**config.mk**
```make
export PLATFORM = sky130hd
export DESIGN_NAME = i2c_master
export DESIGN_NICKNAME = d
export VERILOG_FILES = /design/src/rtl/i2c_pkg.sv /design/src/rtl/i2c_tick_gen.sv /design/src/rtl/i2c_master.sv
export SDC_FILE = /design/constraint.sdc
export NUM_CORES = 1
export LEC_CHECK = 0
export ABC_CLOCK_PERIOD_IN_PS = 3600
export BUFFER_PORTS_ARGS = -buffer_cell sky130_fd_sc_hd__buf_2
export CORE_MARGIN = 2
export CORE_UTILIZATION = 50
export CTS_CLUSTER_DIAMETER = 80
export DETAILED_ROUTE_END_ITERATION = 7
export PLACE_DENSITY = 0.7
export RECOVER_POWER = 100
export SETUP_SLACK_MARGIN = 0.15
export SYNTH_ARGS = -nofsm -noshare
export SYNTH_HDL_FRONTEND = slang
export SYNTH_SLANG_ARGS = --single-unit
```
**constraint.sdc**
```tcl
create_clock -name clk -period 3.6 [get_ports clk]
set_clock_uncertainty 0.1 [all_clocks]
set_input_delay 0.18 -clock clk [delete_from_list [all_inputs] [get_ports clk]]
set_output_delay 0.18 -clock clk [all_outputs]
set_load 0.05 [all_outputs]
```
**src/rtl/i2c_pkg.sv**
```systemverilog
// Shared types and constants for the I2C control-port master.
// Status codes, FSM states and quarter-phase encodings.
package i2c_pkg;

   localparam logic [1:0] STS_IDLE = 2'b00;
   localparam logic [1:0] STS_BUSY = 2'b01;
   localparam logic [1:0] STS_OK   = 2'b10;
   localparam logic [1:0] STS_NACK = 2'b11;

   localparam logic [1:0] Q0 = 2'd0;
   localparam logic [1:0] Q1 = 2'd1;
   localparam logic [1:0] Q2 = 2'd2;
   localparam logic [1:0] Q3 = 2'd3;

   typedef enum logic [2:0] {
      S_IDLE,
      S_START,
      S_BIT,
      S_ACK,
      S_RSTART,
      S_STOP,
      S_DONE
   } state_e;

endpackage

```
**src/rtl/i2c_tick_gen.sv**
```systemverilog
// Quarter-SCL-period tick generator.
// Emits one tick every CLK_DIV clocks while enabled; held at zero otherwise.
module i2c_tick_gen #(
   parameter int CLK_DIV = 125
) (
   input  logic clk,
   input  logic rst,
   input  logic en_i,
   output logic tick_o
);

   localparam int W = (CLK_DIV > 1) ? $clog2(CLK_DIV) : 1;

   logic [W-1:0] cnt_q, cnt_d;

   always_comb begin
      tick_o = en_i && (cnt_q == W'(CLK_DIV - 1));
      cnt_d  = cnt_q + 1'b1;
      if (!en_i || tick_o) cnt_d = '0;
   end

   always_ff @(posedge clk or negedge rst) begin
      if (!rst) cnt_q <= '0;
      else      cnt_q <= cnt_d;
   end

endmodule

```
**src/rtl/i2c_master.sv**
```systemverilog
// Single-byte write / read I2C master driven by register-file fields.
// Bus outputs are registered so SCL/SDA never glitch on state decode.
module i2c_master
   import i2c_pkg::*;
#(
   parameter int CLK_DIV = 125
) (
   input  logic       clk,
   input  logic       rst,
   input  logic       i2c_go,
   input  logic [7:0] i2c_slave_addr,
   input  logic [8:0] i2c_addr,
   input  logic [7:0] reg_file_to_i2c_data,
   output logic       i2c_wr_en,
   output logic [1:0] i2c_sts,
   output logic [7:0] i2c_to_reg_file_data,
   output logic       scl_oe,
   output logic       sda_oe,
   input  logic       sda_in
);

   state_e     state_q, state_d;
   logic [1:0] sync_q;
   logic [1:0] ph_q, ph_d;
   logic [1:0] step_q, step_d;
   logic [1:0] sts_q, sts_d;
   logic [2:0] bit_q, bit_d;
   logic [7:0] sh_q, sh_d;
   logic [7:0] sub_q, sub_d;
   logic [7:0] wdat_q, wdat_d;
   logic [7:0] data_q, data_d;
   logic [6:0] addr_q, addr_d;
   logic       rw_q, rw_d;
   logic       nack_q, nack_d;
   logic       wr_en_q, wr_en_d;
   logic       scl_q, scl_d;
   logic       sda_q, sda_d;
   logic       tick, sda_s, rx, slot_scl;
   logic       unused_addr8;

   assign unused_addr8 = i2c_addr[8];
   assign sda_s        = sync_q[1];
   // step 3 is the byte clocked in from the slave
   assign rx           = (step_q == 2'd3);
   assign slot_scl     = (ph_q == Q0) || (ph_q == Q3);

   i2c_tick_gen #(
      .CLK_DIV(CLK_DIV)
   ) u_tick (
      .clk   (clk),
      .rst   (rst),
      .en_i  (state_q != S_IDLE),
      .tick_o(tick)
   );

   always_comb begin
      state_d = state_q;
      ph_d    = ph_q;
      step_d  = step_q;
      sts_d   = sts_q;
      bit_d   = bit_q;
      sh_d    = sh_q;
      sub_d   = sub_q;
      wdat_d  = wdat_q;
      data_d  = data_q;
      addr_d  = addr_q;
      rw_d    = rw_q;
      nack_d  = nack_q;
      wr_en_d = 1'b0;
      scl_d   = 1'b0;
      sda_d   = 1'b0;
      if (tick) ph_d = ph_q + 2'd1;

      case (state_q)
         S_IDLE: begin
            ph_d = Q0;
            if (i2c_go) begin
               addr_d  = i2c_slave_addr[7:1];
               rw_d    = i2c_slave_addr[0];
               sub_d   = i2c_addr[7:0];
               wdat_d  = reg_file_to_i2c_data;
               sh_d    = {i2c_slave_addr[7:1], 1'b0};
               step_d  = 2'd0;
               bit_d   = 3'd0;
               nack_d  = 1'b0;
               sts_d   = STS_BUSY;
               wr_en_d = 1'b1;
               state_d = S_START;
            end
         end
         S_START: begin
            scl_d = (ph_q == Q3);
            sda_d = (ph_q != Q0);
            if (tick && ph_q == Q3) state_d = S_BIT;
         end
         S_BIT: begin
            scl_d = slot_scl;
            sda_d = !rx && !sh_q[7];
            if (tick) begin
               if (rx && ph_q == Q2) sh_d = {sh_q[6:0], sda_s};
               if (ph_q == Q3) begin
                  if (!rx) sh_d = {sh_q[6:0], 1'b0};
                  bit_d = bit_q + 3'd1;
                  if (bit_q == 3'd7) state_d = S_ACK;
               end
            end
         end
         S_ACK: begin
            scl_d = slot_scl;
            if (tick && ph_q == Q2 && !rx) nack_d = sda_s;
            if (tick && ph_q == Q3) begin
               if (nack_q || rx) begin
                  state_d = S_STOP;
               end else begin
                  case (step_q)
                     2'd0: begin
                        sh_d    = sub_q;
                        step_d  = 2'd1;
                        state_d = S_BIT;
                     end
                     2'd1: begin
                        step_d = 2'd2;
                        if (rw_q) begin
                           state_d = S_RSTART;
                        end else begin
                           sh_d    = wdat_q;
                           state_d = S_BIT;
                        end
                     end
                     default: begin
                        if (rw_q) begin
                           step_d  = 2'd3;
                           state_d = S_BIT;
                        end else begin
                           state_d = S_STOP;
                        end
                     end
                  endcase
               end
            end
         end
         S_RSTART: begin
            scl_d = slot_scl;
            sda_d = ph_q[1];
            if (tick && ph_q == Q3) begin
               sh_d    = {addr_q, 1'b1};
               state_d = S_BIT;
            end
         end
         S_STOP: begin
            scl_d = (ph_q == Q0);
            sda_d = !ph_q[1];
            if (tick && ph_q == Q3) state_d = S_DONE;
         end
         S_DONE: begin
            wr_en_d = 1'b1;
            sts_d   = nack_q ? STS_NACK : STS_OK;
            if (rw_q && !nack_q) data_d = sh_q;
            state_d = S_IDLE;
         end
         default: state_d = S_IDLE;
      endcase
   end

   always_ff @(posedge clk or negedge rst) begin
      if (!rst) begin
         state_q <= S_IDLE;
         sync_q  <= 2'b11;
         ph_q    <= Q0;
         step_q  <= 2'd0;
         sts_q   <= STS_IDLE;
         bit_q   <= 3'd0;
         sh_q    <= 8'h00;
         sub_q   <= 8'h00;
         wdat_q  <= 8'h00;
         data_q  <= 8'h00;
         addr_q  <= 7'h00;
         rw_q    <= 1'b0;
         nack_q  <= 1'b0;
         wr_en_q <= 1'b0;
         scl_q   <= 1'b0;
         sda_q   <= 1'b0;
      end else begin
         state_q <= state_d;
         sync_q  <= {sync_q[0], sda_in};
         ph_q    <= ph_d;
         step_q  <= step_d;
         sts_q   <= sts_d;
         bit_q   <= bit_d;
         sh_q    <= sh_d;
         sub_q   <= sub_d;
         wdat_q  <= wdat_d;
         data_q  <= data_d;
         addr_q  <= addr_d;
         rw_q    <= rw_d;
         nack_q  <= nack_d;
         wr_en_q <= wr_en_d;
         scl_q   <= scl_d;
         sda_q   <= sda_d;
      end
   end

   assign i2c_wr_en            = wr_en_q;
   assign i2c_sts              = sts_q;
   assign i2c_to_reg_file_data = data_q;
   assign scl_oe               = scl_q;
   assign sda_oe               = sda_q;

endmodule

```
After elaboration in Yosys (flattened, before gate mapping)
Index checks and enable logic that the tools add are counted.

$add $sub $neg: 3. Reduce and logical (&&, ||, !) cells: 35. Equality and inequality tests: 25. Mux-type cells: 46.

Operators by type and width (number): $mux 8 (9); $mux 3 (13); $pmux 8 s4 (1); $ne 2x2->1 const B (9); $pmux 8 s2 (1); $pmux 3 s5 (1); $mux 2 (7); $eq 3x3->1 const B (4); $pmux 2 s2 (3); $pmux 3 s2 (2); $reduce_bool 2->1 (5); $reduce_and 8->1 (1); $add 7x1->7 const B (1); $eq 7x7->1 const B (1); $logic_and 1x1->1 (7); $mux 7 (1); $reduce_and 7->1 (1); $eq 2x2->1 const B (3); $eq 3x2->1 const B (2); $ne 3x3->1 const B (2); $reduce_and 2->1 (3); $logic_not 1->1 (5); $reduce_and 5->1 (1); $logic_not 2->1 (2); other kinds (18) (24).

Word-level logic and storage cells: 126. Input bits: 29. Output and inout port bits: 13. Flip-flop bits (word level): 65.

Logic depth before layout (Yosys ltp)
Depth after elaboration: 7. Depth in mapped cells: 8. Gate-level depth less buffers: 7.

Modules after synthesis
From an unflattened synthesis, not the netlist that was laid out.

Cell total of the unflattened synthesis: 327. Area total of the unflattened synthesis: 3324.4 um^2.

By module, submodules not included: i2c_master (cells an instance 292, times used 1, seq. area each 1453.9 um^2, area each 2987.9 um^2); i2c_tick_gen (cells an instance 35, times used 1, seq. area each 175.2 um^2, area each 336.6 um^2).

Worst setup path after synthesis
Ideal clock, no wire load.

Path kind: reg-to-reg. From: reg ph_q[0]. To: reg sh_q[0]. Path buffers: 1. Setup time: 128 ps. Required time: 3372 ps. Cell stages (with the launch flop): 7. Arrival time: 1659 ps. Clock period less this slack: 1886 ps. Setup slack: 1714 ps. Path through: dfrtp_1 > ha_1 > and3_1 > a221o_1 > o211ai_1 > buf_2 > o21ai_0.

Cells in the longest elaborated chain, start to end: 7. Elaborated cells between the ends (all ways): 12. Classes of those cells: eq/ne (4); mux (5); reduce/logical (3).

Ends and longest elaborated chain: from (decl) (RTL line i2c_master.sv:24) `logic [1:0] ph_q, ph_d;`; from (signal assigned) (RTL line i2c_master.sv:186) `ph_q <= ph_d;`; $eq 2x2->1 (RTL line i2c_master.sv:100) `if (rx && ph_q == Q2) sh_d = {sh_q[6:0], sda_s};`; $logic_and 1x1->1 (RTL line i2c_master.sv:100); $mux 8 (RTL line i2c_master.sv:100); $mux 8 (RTL line i2c_master.sv:102) `if (!rx) sh_d = {sh_q[6:0], 1'b0};`; $mux 8 (RTL line i2c_master.sv:101) `if (ph_q == Q3) begin`; $mux 8 (RTL line i2c_master.sv:99) `if (tick) begin`; $pmux 8 s4 (RTL line i2c_master.sv:74) `case (state_q)`; to (signal assigned) (RTL line i2c_master.sv:173) `sh_q <= 8'h00;`; to (signal assigned) (RTL line i2c_master.sv:190) `sh_q <= sh_d;`; to (decl) (RTL line i2c_master.sv:28) `logic [7:0] sh_q, sh_d;`.

Several ways; a longest one is shown, not always the timed one. The select of a mux whose other input is x is not followed. A chain may end at the register's enable or synchronous reset.

Worst setup path after layout
From: reg state_q[0]. To: reg state_q[2].

Cells in the longest elaborated chain, start to end: 5. Elaborated cells between the ends (all ways): 19. Classes of those cells: eq/ne (12); mux (1); reduce/logical (6).

Ends and longest elaborated chain: from (decl) (RTL line i2c_master.sv:22) `state_e state_q, state_d;`; from (signal assigned) (RTL line i2c_master.sv:184) `state_q <= state_d;`; $reduce_bool 3->1 (RTL line i2c_master.sv:52) `.en_i (state_q != S_IDLE),`; $logic_and 1x1->1 (RTL line i2c_tick_gen.sv:17) `tick_o = en_i && (cnt_q == W'(CLK_DIV - 1));`; $logic_and 1x1->1; $ne 2x2->1 (no line) or $ne 2x1->1 (tied branches); $reduce_and 7->1 (no line).

Several ways; a longest one is shown, not always the timed one.

==> results.tsv <==
metric	value	unit
path_clk_slew	0.07	ns
fmax	354	MHz
worstPathArrival	2.96	ns
nets	401	
drc	0	
cts_buffers	9	
synth_area	3290	um^2
cts_tree	done	
yosys_warnings	0	
htreeDepth	3	
initial_core_util	51.8	%
path_max_fanout	28	
ant_nets	0	
worstSetupPathType	reg -> reg	
port_buffers	40	
power_density	338	nW/um^2
insertion_delay	0.35	ns
area_growth	19.0	%
synth_area_leaders	dfrtp_1 48%, mux2_2 13%, mux2i_1 4.6%, o21ai_0 4.6%, nand2_1 2.9%	
wl_per_cell	15.6	um
grtUsageTotal	21.0	%
postCtsSetupBuffers	0	
hpwlAfterDp	4440	um
core_area	6350	um^2
dieWidth	85.1	um
start_kind	register	
antenna_found_initial	0	
violations	max-capacitance violations, max-slew violations	
cts_buffer_depth	2	
rows	29	
synth_fp_nets	338	
final_cells	447	
ys_ff_latch	65	
syn_inst	302	
post-synth-top-area-cell	dfrtp_1	
rsz0062_at_grt	false	
max_cap_violations	1	
dieArea	7240	um^2
diodes	0	
leakage	1.79	nW
setup_viol	0	
drt_iter0_drc	188	
pin_count	42	
ys_seq_area_share	49.6	%
post_synth_num_cell_types	50	
slew_violations	41	
min_period	2.83	ns
synth-edff-count	0	
vias	2506	
synth_top_area_share	48.0	%
end_kind	register	
grt_pass1_wl	12000	um
slew_headroom	-42.7	%
cts.sinks	65	
grt_max_degree	41	
fin_tns_setup	0	ns
firstDrtPassIters	4	
tightest_slew	2.14	ns
grt_overflow	0	
status	finished with violations	
vias_per_cell	5.61	
finalHoldViolCount	0	
wl	6990	um
routabilityCongestion	0.878	
required	3.73	ns
root_buffer	clkbuf_8	
syn_avg_cell_area	10.9	um^2
post-route-period-util	78.5	%
placed_cells	406	
grt_pass1_vias	2500	
synthFlopType	dfrtp_1	
die_y	85.1	um
ir_drop	0.000270	V
drive_gt1_share	24.3	%
min_path_type	in -> reg	
async_reset_ff_share	100	%
==> critical path: stages (launching register included) <==
cell and delay [ns]:
dfrtp_1 0.61, or2_2 0.45, nor2_2 1.03, a211oi_1 0.18, o32ai_1 0.35
==> path summary, 6_finish.rpt <==
kind	slack, ns	end	depth (start not counted)	start
worst max-delay path	0.77	state_q[2]$_DFFE_PN0P_	4	state_q[0]$_DFFE_PN0P_
worst min-delay path	0.03	addr_q[0]$_DFFE_PN0P_	2	i2c_slave_addr[1]
worst max register to register	0.77	state_q[2]$_DFFE_PN0P_	4	state_q[0]$_DFFE_PN0P_
worst min register to register	0.26	sync_q[1]$_DFF_PN1_	0	sync_q[0]$_DFF_PN1_
max in group asynchronous	1.18	i2c_to_reg_file_data[3]$_DFFE_PN0P_	3	rst
min in group asynchronous	0.90	u_tick.cnt_q[0]$_DFF_PN0_	2	rst
==> cell families (layout without fill, tap and decap cells) <==
family | count (synthesis) | count (layout) | synth area share (%)
AND/OR/NAND/NOR | 79 | 79 | 12.3
XOR/XNOR | 6 | 6 | 1.60
buffers and inverters | 23 | 91 | 3.35
adder cells (fa/ha/maj) | 7 | 7 | 2.66
multiplexers | 53 | 53 | 17.9
AO/OA/AOI/OAI | 69 | 69 | 12.6
flip-flops | 65 | 65 | 49.6
==> cells in the mapped netlist (all sizes together) (4+ instances only) <==
library cell,number
a21oi,14
buf,8
clkbuf,7
dfrtp,63
ha,7
inv,8
mux2,37
mux2i,16
nand2,26
nand3,5
nor2,23
nor2b,5
nor3,5
o21ai,30
o22ai,6
o31ai,4
==> through the flow <==
stage	cell area (um^2)	hold slack [ns]	power, mW	worst slack (ns)	util, %
final	3910	0.0335	1.32	0.773	61.6
after floorplan	3290	-0.216	0.747	1.71	-
after global routing	3910	0.0448	1.37	0.515	61.6
after CTS	3940	0.0000314	1.33	1.18	62.0
after detailed placement	3520	0.186	0.779	1.21	55.5
after global placement	3520	0.188	0.779	1.24	55.5
==> power breakdown <==
| part | switching, mW | total (mW) | leakage, nW | internal [mW] |
|---|---|---|---|---|
| Sequential | 0.000526 | 0.732 | 0.840 | 0.732 |
| Combinational | 0.0251 | 0.0544 | 0.865 | 0.0293 |
| Clock | 0.289 | 0.537 | 0.0850 | 0.247 |
| Total | 0.315 | 1.32 | 1.79 | 1.01 |
==> sequential cells by signal (all words and copies together), names as in the netlist, 2 cells and up <==
name,flops
ph_q,2
i2c_to_reg_file_data,8
sh_q,8
state_q,3
step_q,2
bit_q,3
i2c_sts,2
addr_q,7
sync_q,2
u_tick.cnt_q,7
wdat_q,8
sub_q,8
==> per-layer routing <==
layer  wire length, um  global-route usage (%)  vias up
met5                 0                       0        -
met4               159                    9.96        0
met3               326                    3.70       12
met2              3210                    31.7       69
met1              3290                    29.6     1218
li1                  -                       -     1207
==> repair_timing <==
item                                   4_1_cts  5_1_grt
resized for setup                            0        0
endpoints found under the hold margin       60        1
hold buffers                                24        1
==> area by class of cell <==
class                   count  area (um^2)
fillers                   523         2440
flip-flops and latches     65         1630
inverters                   8         35.0
repair buffers             67          448
clock buffers               9          124
clock inverters             7         47.5
well taps                  77         96.3
multi-input cells         214         1530
==> cells in the final DEF (no fill, tap or decap), types with 2 or more instances in the layout <==
cell,synthesis,layout
o211ai_1,2,2
buf_2,6,26
mux2i_1,15,15
clkinvlp_4,0,2
clkbuf_8,0,9
o32ai_1,2,2
buf_4,1,2
a22oi_1,3,3
o21ai_0,30,30
clkinv_4,0,2
dfstp_2,2,2
nand3_1,5,5
nand3b_1,2,2
clkbuf_1,7,14
clkinv_2,0,3
dfrtp_1,63,63
nand2_1,25,25
nor3_1,5,5
ha_1,7,7
o31ai_1,3,3
nor4_1,3,3
inv_1,6,7
nor2_1,22,22
o22ai_1,6,6
a21oi_1,14,14
dlygate4sd3_1,0,25
mux2_2,37,37
xor2_1,3,3
nor2b_1,5,5
xnor2_1,3,3
Power figures use the tool's default switching activity.
